## src/rtl/dma_fifo_drain.sv

```systemverilog
// ============================================================================
//  Module      : dma_fifo_drain
//  Description : Read-side DMA engine; drains a FWFT FIFO into a valid/ready
//                destination write port with incrementing or fixed address.
//  Revision    : 1.0 - initial release
// ============================================================================
`default_nettype none

module dma_fifo_drain #(
   parameter int DATA_W = 32,
   parameter int ADDR_W = 32,
   parameter int LEN_W  = 16
) (
   input  logic              rclk,
   input  logic              rrst_n,
   input  logic              start,
   input  logic              abort,
   input  logic [ADDR_W-1:0] dst_addr,
   input  logic [LEN_W-1:0]  xfer_len,
   input  logic              addr_incr,
   input  logic              fifo_empty,
   input  logic [DATA_W-1:0] fifo_rd_data,
   output logic              fifo_rd_en,
   output logic              wr_valid,
   input  logic              wr_ready,
   output logic [ADDR_W-1:0] wr_addr,
   output logic [DATA_W-1:0] wr_data,
   output logic              busy,
   output logic              done,
   output logic              aborted,
   output logic [LEN_W-1:0]  words_done
);

   localparam logic [1:0] c_ST_IDLE  = 2'd0;
   localparam logic [1:0] c_ST_XFER  = 2'd1;
   localparam logic [1:0] c_ST_FLUSH = 2'd2;
   localparam logic [1:0] c_ST_DONE  = 2'd3;

   localparam logic [ADDR_W-1:0] c_ADDR_STEP = ADDR_W'(4);

   logic [1:0]        r_state;
   logic [1:0]        w_state_nxt;
   logic [ADDR_W-1:0] r_cur_addr;
   logic [LEN_W-1:0]  r_remaining;
   logic              r_incr;
   logic              r_abort_pend;
   logic              w_accept;
   logic              w_start_ok;

   assign w_accept   = wr_valid && wr_ready;
   assign w_start_ok = (r_state == c_ST_IDLE) && start;

   always_ff @(posedge rclk or negedge rrst_n) begin
      if (!rrst_n) begin
         r_state <= c_ST_IDLE;
      end else begin
         r_state <= w_state_nxt;
      end
   end

   always_comb begin
      w_state_nxt = r_state;
      case (r_state)
         c_ST_IDLE: begin
            if (start) begin
               w_state_nxt = (xfer_len != '0) ? c_ST_XFER : c_ST_DONE;
            end
         end
         c_ST_XFER: begin
            if ((r_remaining == '0) || abort) begin
               w_state_nxt = c_ST_FLUSH;
            end
         end
         c_ST_FLUSH: begin
            if (!wr_valid || w_accept) begin
               w_state_nxt = c_ST_DONE;
            end
         end
         default: w_state_nxt = c_ST_IDLE;
      endcase
   end

   always_comb begin
      fifo_rd_en = (r_state == c_ST_XFER) && !abort && (r_remaining != '0) &&
                   !fifo_empty && (!wr_valid || wr_ready);
      busy       = (r_state == c_ST_XFER) || (r_state == c_ST_FLUSH);
      done       = (r_state == c_ST_DONE);
   end

   always_ff @(posedge rclk or negedge rrst_n) begin
      if (!rrst_n) begin
         r_cur_addr   <= '0;
         r_remaining  <= '0;
         r_incr       <= 1'b0;
         r_abort_pend <= 1'b0;
         wr_valid     <= 1'b0;
         wr_addr      <= '0;
         wr_data      <= '0;
         aborted      <= 1'b0;
         words_done   <= '0;
      end else begin
         if (w_start_ok) begin
            r_cur_addr   <= {dst_addr[ADDR_W-1:2], 2'b00};
            r_remaining  <= xfer_len;
            r_incr       <= addr_incr;
            r_abort_pend <= 1'b0;
            aborted      <= 1'b0;
            words_done   <= '0;
         end

         // A pop while the held beat is accepted keeps wr_valid high for back-to-back beats.
         if (fifo_rd_en) begin
            wr_data     <= fifo_rd_data;
            wr_addr     <= r_cur_addr;
            wr_valid    <= 1'b1;
            r_cur_addr  <= r_cur_addr + (r_incr ? c_ADDR_STEP : '0);
            r_remaining <= r_remaining - 1'b1;
         end else if (w_accept) begin
            wr_valid <= 1'b0;
         end

         if (w_accept) begin
            words_done <= words_done + 1'b1;
         end

         // Abort with words still outstanding marks the transfer as cut short.
         if ((r_state == c_ST_XFER) && abort && (r_remaining != '0)) begin
            r_abort_pend <= 1'b1;
         end

         if ((r_state == c_ST_FLUSH) && (w_state_nxt == c_ST_DONE)) begin
            aborted <= r_abort_pend;
         end
      end
   end

endmodule

`default_nettype wire

```

## config.mk

```make
export PLATFORM = sky130hd
export DESIGN_NAME = dma_fifo_drain
export DESIGN_NICKNAME = d
export VERILOG_FILES = /design/src/rtl/dma_fifo_drain.sv
export SDC_FILE = /design/constraint.sdc
export NUM_CORES = 1
export LEC_CHECK = 0
export CELL_PAD_IN_SITES_DETAIL_PLACEMENT = 1
export CELL_PAD_IN_SITES_GLOBAL_PLACEMENT = 2
export CORE_ASPECT_RATIO = 0.75
export CORE_MARGIN = 5
export CORE_UTILIZATION = 31
export DETAILED_ROUTE_END_ITERATION = 7
export PLACE_DENSITY = 0.85
export SETUP_SLACK_MARGIN = 0.3
export SLEW_MARGIN = 5
export SYNTH_ARGS = -nofsm -noshare
export SYNTH_HDL_FRONTEND = slang
export SYNTH_SLANG_ARGS = --single-unit
```

## constraint.sdc

```tcl
create_clock -name rclk -period 3.8 [get_ports rclk]
set_input_delay 0.57 -clock rclk [delete_from_list [all_inputs] [get_ports rclk]]
set_output_delay 0.57 -clock rclk [all_outputs]
set_load 0.005 [all_outputs]
```

**Yosys cells after proc, flatten, opt, wreduce, memory -nomap -nowiden**

Cells that the tools add are included.

- Add/sub/neg operators: 3
- Eq/ne operators: 4
- Multiplexer cells: 17
- Reductions and logical operators: 25

Operators with widths:

| operator | count |
|---|---|
| $mux 16 | 4 |
| $mux 32 | 2 |
| $add 32x3->32 | 1 |
| $reduce_bool 16->1 | 2 |
| $add 16x1->16 const B | 1 |
| $logic_not 16->1 | 1 |
| $sub 16x1->16 const B | 1 |
| $reduce_bool 2->1 | 5 |
| $logic_and 1x1->1 | 9 |
| $mux 2 | 4 |
| $eq 2x2->1 const B | 3 |
| $pmux 2 s3 | 1 |
| $mux 1 | 5 |
| $logic_or 1x1->1 | 4 |
| $logic_not 1->1 | 3 |
| $mux 3 | 1 |
| $eq 2x1->1 const B | 1 |
| $logic_not 2->1 | 1 |

- Bits in registers: 134
- Output and inout port bits: 85
- Logic and storage cells: 59

**Depth between registers and ports, before layout**

- Depth after elaboration: 7
- Mapped depth: 10

**Worst setup path before layout**

Ideal clock, no wire load.

- Path type: reg-to-output
- From: register r_state[1]
- To: output port fifo_rd_en
- Data arrival time: 1.917 ns
- Data required time: 3.230 ns
- Setup slack: 1.313 ns
- Stages on the path, launching flop included: 9
- Path through: dfrtp_1 -> inv_1 -> ha_1 -> nand2b_1 -> nor3_2 -> nand2_1 -> inv_2 -> buf_2 -> buf_1

- Cells in the longest elaborated chain, start to end: 5

Ends and longest elaborated chain:

| what | line | RTL |
|---|---|---|
| from (decl) | 41 | `logic [1:0] r_state;` |
| from (signal assigned) | 55 | `r_state <= c_ST_IDLE;` |
| from (signal assigned) | 57 | `r_state <= w_state_nxt;` |
| $eq 2x1->1 | 84 | `fifo_rd_en = (r_state == c_ST_XFER) && !abort && (r_remaining != '0) &&` |
| $logic_and 1x1->1 (3 in a row) | 84 |  |
| $logic_and 1x1->1 | 85 | `!fifo_empty && (!wr_valid \|\| wr_ready);` |
| to (decl) | 23 | `output logic fifo_rd_en,` |

No other way between the ends.

**Worst setup path after layout**

Same ends and word-level chain as after synthesis.

==> flow_metrics.env <==
export IMPL_die_w_um=174
export IMPL_drt_initial_drc_count=354
export IMPL_num_antenna_cells=0
export IMPL_dieHeight_um=133
export IMPL_cts_tree="done"
export IMPL_netlist_top_cells_area="dfrtp_1 (52%), nand2_1 (13%), o21ai_0 (2.6%)"
export IMPL_worst_path_max_fanout=6
export IMPL_power_density_nw_per_um2=733
export IMPL_grt_setup_unrepaired="false"
export IMPL_post_cts_hold_buffer_count=0
export IMPL_initial_core_util_pct=31.3
export IMPL_worst_hold_path_type="in -> async"
export IMPL_p_leak_nw=3.81
export IMPL_endpoint_kind="output port"
export IMPL_criticalPathCategory="reg -> out"
export IMPL_wire_length_of_the_first_global_routing_pass_mm=33.4
export IMPL_mappedNetlistArea_um2=6270
export IMPL_tns_ns=0
export IMPL_synth_top_area_share_pct=51.9
export IMPL_coreArea_um2=20000
export IMPL_max_slew_margin_pct=35.9
export IMPL_cts_inserted_buffers=17
export IMPL_place_gp_congestion=0.754
export IMPL_wl_per_cell_um=18.0
export IMPL_netlist_top_cell_by_area="dfrtp_1"
export IMPL_crit_family="buffers and inverters"
export IMPL_design_final_nets=966
export IMPL_numPlacedInstances=1109
export IMPL_clk_path_buf_depth=2
export IMPL_ioPinCount=172
export IMPL_sink_count=130
export IMPL_post_cts_setup_buffer_count=0
export IMPL_clkSlewWorstSetupHoldPaths_ns=0.06
export IMPL_flow_area_growth_from_synthesis_pct=40.6
export IMPL_final_instance_count_excl_fill=1140
export IMPL_cap_violations=0
export IMPL_rows=45
export IMPL_htree_levels=4
export IMPL_slowest_stage="clkdlybuf4s50_1"
export IMPL_ys_ff_latch=130
export IMPL_gr_util_all_layers_pct=17.8
export IMPL_outcome="complete, no violations"
export IMPL_ant_nets=0
export IMPL_drc=0
export IMPL_post_cts_resized_instances=0
export IMPL_final_max_slew_viol_count=0
export IMPL_die_area_um2=23200
export IMPL_wirelength_mm=20.5
export IMPL_route_detailed_vias_per_inst=5.08
export IMPL_number_of_port_buffers=167
export IMPL_worst_max_slew_pin_slew_ns=0.961
export IMPL_seq_area_frac_synth_pct=51.9
export IMPL_grt_max_degree=90
export IMPL_ys_warn_count=0
export IMPL_firstDrtPassIters=4
export IMPL_cp_data_arrival_time_ns=2.36
export IMPL_syn_mean_instance_area_um2=8.87
export IMPL_required_ns=3.23
export IMPL_synth_cells=707
export IMPL_postSynth_asyncResetShare_pct=100
export IMPL_ctsRootBufferMaster="clkbuf_16"
export IMPL_drive_gt1_share_pct=6.80
export IMPL_num_vias=5789
export IMPL_fmax_mhz=341
export IMPL_synth_main_ff_cell="dfrtp_1"
export IMPL_insertion_delay_ns=0.42
export IMPL_timing_final_setup_violations=0
export IMPL_critPathMaxStageDelay_ns=0.54
export IMPL_path_cells="inv_1, ha_1, nand2b_1, nor3_2, nand2_4, inv_2, clkdlybuf4s50_1"
export IMPL_grt_overflow_total=0
export IMPL_synth_edf_count=0
export IMPL_clock_skew_final_ns=0.0186
export IMPL_critical_path_n_buffers_inverters=3
export IMPL_first_global_vias=5945
export IMPL_endpoints_failing_hold=0
export IMPL_antenna_found_initial=0
export IMPL_yosys_cell_types_count=58
export IMPL_peakVddDrop_uv=191
export IMPL_finalCritPeriodShare_pct=77.2
export IMPL_critical_path_startpoint_type="flip-flop"
export IMPL_detailedPlacementHpwl_mm=14.1
export IMPL_post_route_min_period_ns=2.93
## layout by cell type, fill, tap and decap left out, types with 3 or more instances in the layout
| master | synthesis | routed |
|---|---|---|
| a211o_1 | 4 | 4 |
| a211oi_1 | 11 | 11 |
| a21o_1 | 4 | 4 |
| a21oi_1 | 25 | 24 |
| a22o_1 | 3 | 3 |
| a311oi_1 | 10 | 10 |
| a31oi_1 | 5 | 5 |
| a32oi_1 | 3 | 3 |
| and2_1 | 5 | 5 |
| and3_1 | 8 | 8 |
| and4_1 | 10 | 10 |
| buf_4 | 4 | 11 |
| bufinv_16 | 0 | 3 |
| clkbuf_16 | 0 | 17 |
| clkdlybuf4s50_1 | 0 | 166 |
| clkinv_2 | 0 | 3 |
| clkinv_4 | 0 | 4 |
| dfrtp_1 | 130 | 130 |
| ha_1 | 9 | 9 |
| inv_1 | 16 | 16 |
| nand2_1 | 224 | 223 |
| nand2b_1 | 4 | 4 |
| nand3_1 | 18 | 18 |
| nand4_1 | 17 | 17 |
| nor2_1 | 39 | 39 |
| nor3_1 | 19 | 19 |
| nor4_1 | 6 | 6 |
| o211ai_1 | 7 | 7 |
| o21ai_0 | 33 | 33 |
| o221a_2 | 8 | 8 |
| o22ai_1 | 6 | 6 |
| o31ai_1 | 5 | 5 |
| or3_1 | 5 | 5 |
| or4_1 | 6 | 6 |
## metal layers
layer | part of all wire [%] | global-route usage, %
met3 | 4.7 | 4.26
met4 | 0.58 | 4.09
met5 | 0 | 0
met2 | 45 | 26.6
met1 | 50 | 26.3
## where the power goes
group | switching, W | internal [W] | total, W
combinational | 0.00107 | 0.00120 | 0.00227
clock | 0.000647 | 0.00105 | 0.00170
sequential | 0.000519 | 0.00198 | 0.00250
## state kept, by name, summed over array words and instances, names as in the netlist, 2 cells and up
name and cells:
r_remaining 16, words_done 16, r_state 2, wr_addr 30, wr_data 32, r_cur_addr 30
## final timing paths
| kind | startpoint | to | slack (ns) | cells past startpoint |
|---|---|---|---|---|
| max in group asynchronous | rrst_n | wr_data[30] | 2.80 | 2 |
| worst max register to register | r_remaining[0] | r_cur_addr[9] | 1.09 | 9 |
| worst max-delay path | r_state[1] | fifo_rd_en | 0.87 | 7 |
| worst min-delay path | rrst_n | wr_data[6] | 0.17 | 1 |
| worst min register to register | wr_data[24] | wr_data[24] | 0.47 | 2 |
| min in group rclk | wr_data[24] | wr_data[24] | 0.47 | 2 |
## Yosys cell counts, types with 2 or more instances
cell type	number
o21ai_0	33
and4_1	10
nor4b_1	2
o22ai_1	6
o31ai_1	5
a21oi_1	25
and2_1	5
nand4_1	17
ha_1	9
buf_1	3
or3_1	5
inv_1	16
nand2_1	224
a22o_1	3
or4_1	6
nor2_1	39
buf_2	11
a211oi_1	11
dfrtp_1	130
a31oi_1	5
nand3_1	18
and3_1	8
nor3_1	19
o221a_2	8
o2bb2ai_1	2
a211o_1	4
a311oi_1	10
o211ai_1	7
xor2_1	2
nor3b_1	2
a21o_1	4
nor3_2	2
clkbuf_1	17
nor4_1	6
o311ai_0	2
a32oi_1	3
nand2b_1	4
buf_4	4
## metrics by stage
step                hold slack, ns  setup WS, ns  instance area, um^2  util [%]  total power [W]
global route                 0.208         0.700                 8820      44.0          0.00694
detailed placement           0.462         0.908                 8220      41.0          0.00481
CTS                          0.183         0.819                 8820      44.0          0.00655
floorplan                    0.274          1.31                 6280         -          0.00352
finish                       0.169         0.866                 8820      44.0          0.00646
global placement             0.457         0.977                 8220      41.0          0.00473
## logic make-up after synthesis
kind of cell / after synthesis / synth area share (%)
xor+xnor: 2 / 0.279
buf+inv: 53 / 3.75
mux: 1 / 0.160
flops: 130 / 51.9
other cells: 1 / 0.0598
compound gates: 138 / 15.1
simple gates: 373 / 27.0
fa+ha+maj: 9 / 1.80
## worst reg2reg max path: stages, from the launching register on
cell,delay (ns)
dfrtp_1,0.41
inv_1,0.07
ha_1,0.22
nor3b_1,0.31
nand4_1,0.14
buf_4,0.20
nand2_4,0.07
buf_4,0.68
o21ai_0,0.29
a21o_1,0.21
## layout make-up
class                           instances  area (um^2)
Inverter                               17         63.8
Timing Repair Buffer                  179         1780
Tap cell                              258          323
Fill cell                            2309        11200
Clock inverter                         12          159
Multi-Input combinational cell        525         2800
Sequential cell                       130         3250
Clock buffer                           19          443
No activity file was read; power rests on OpenSTA's default activity.
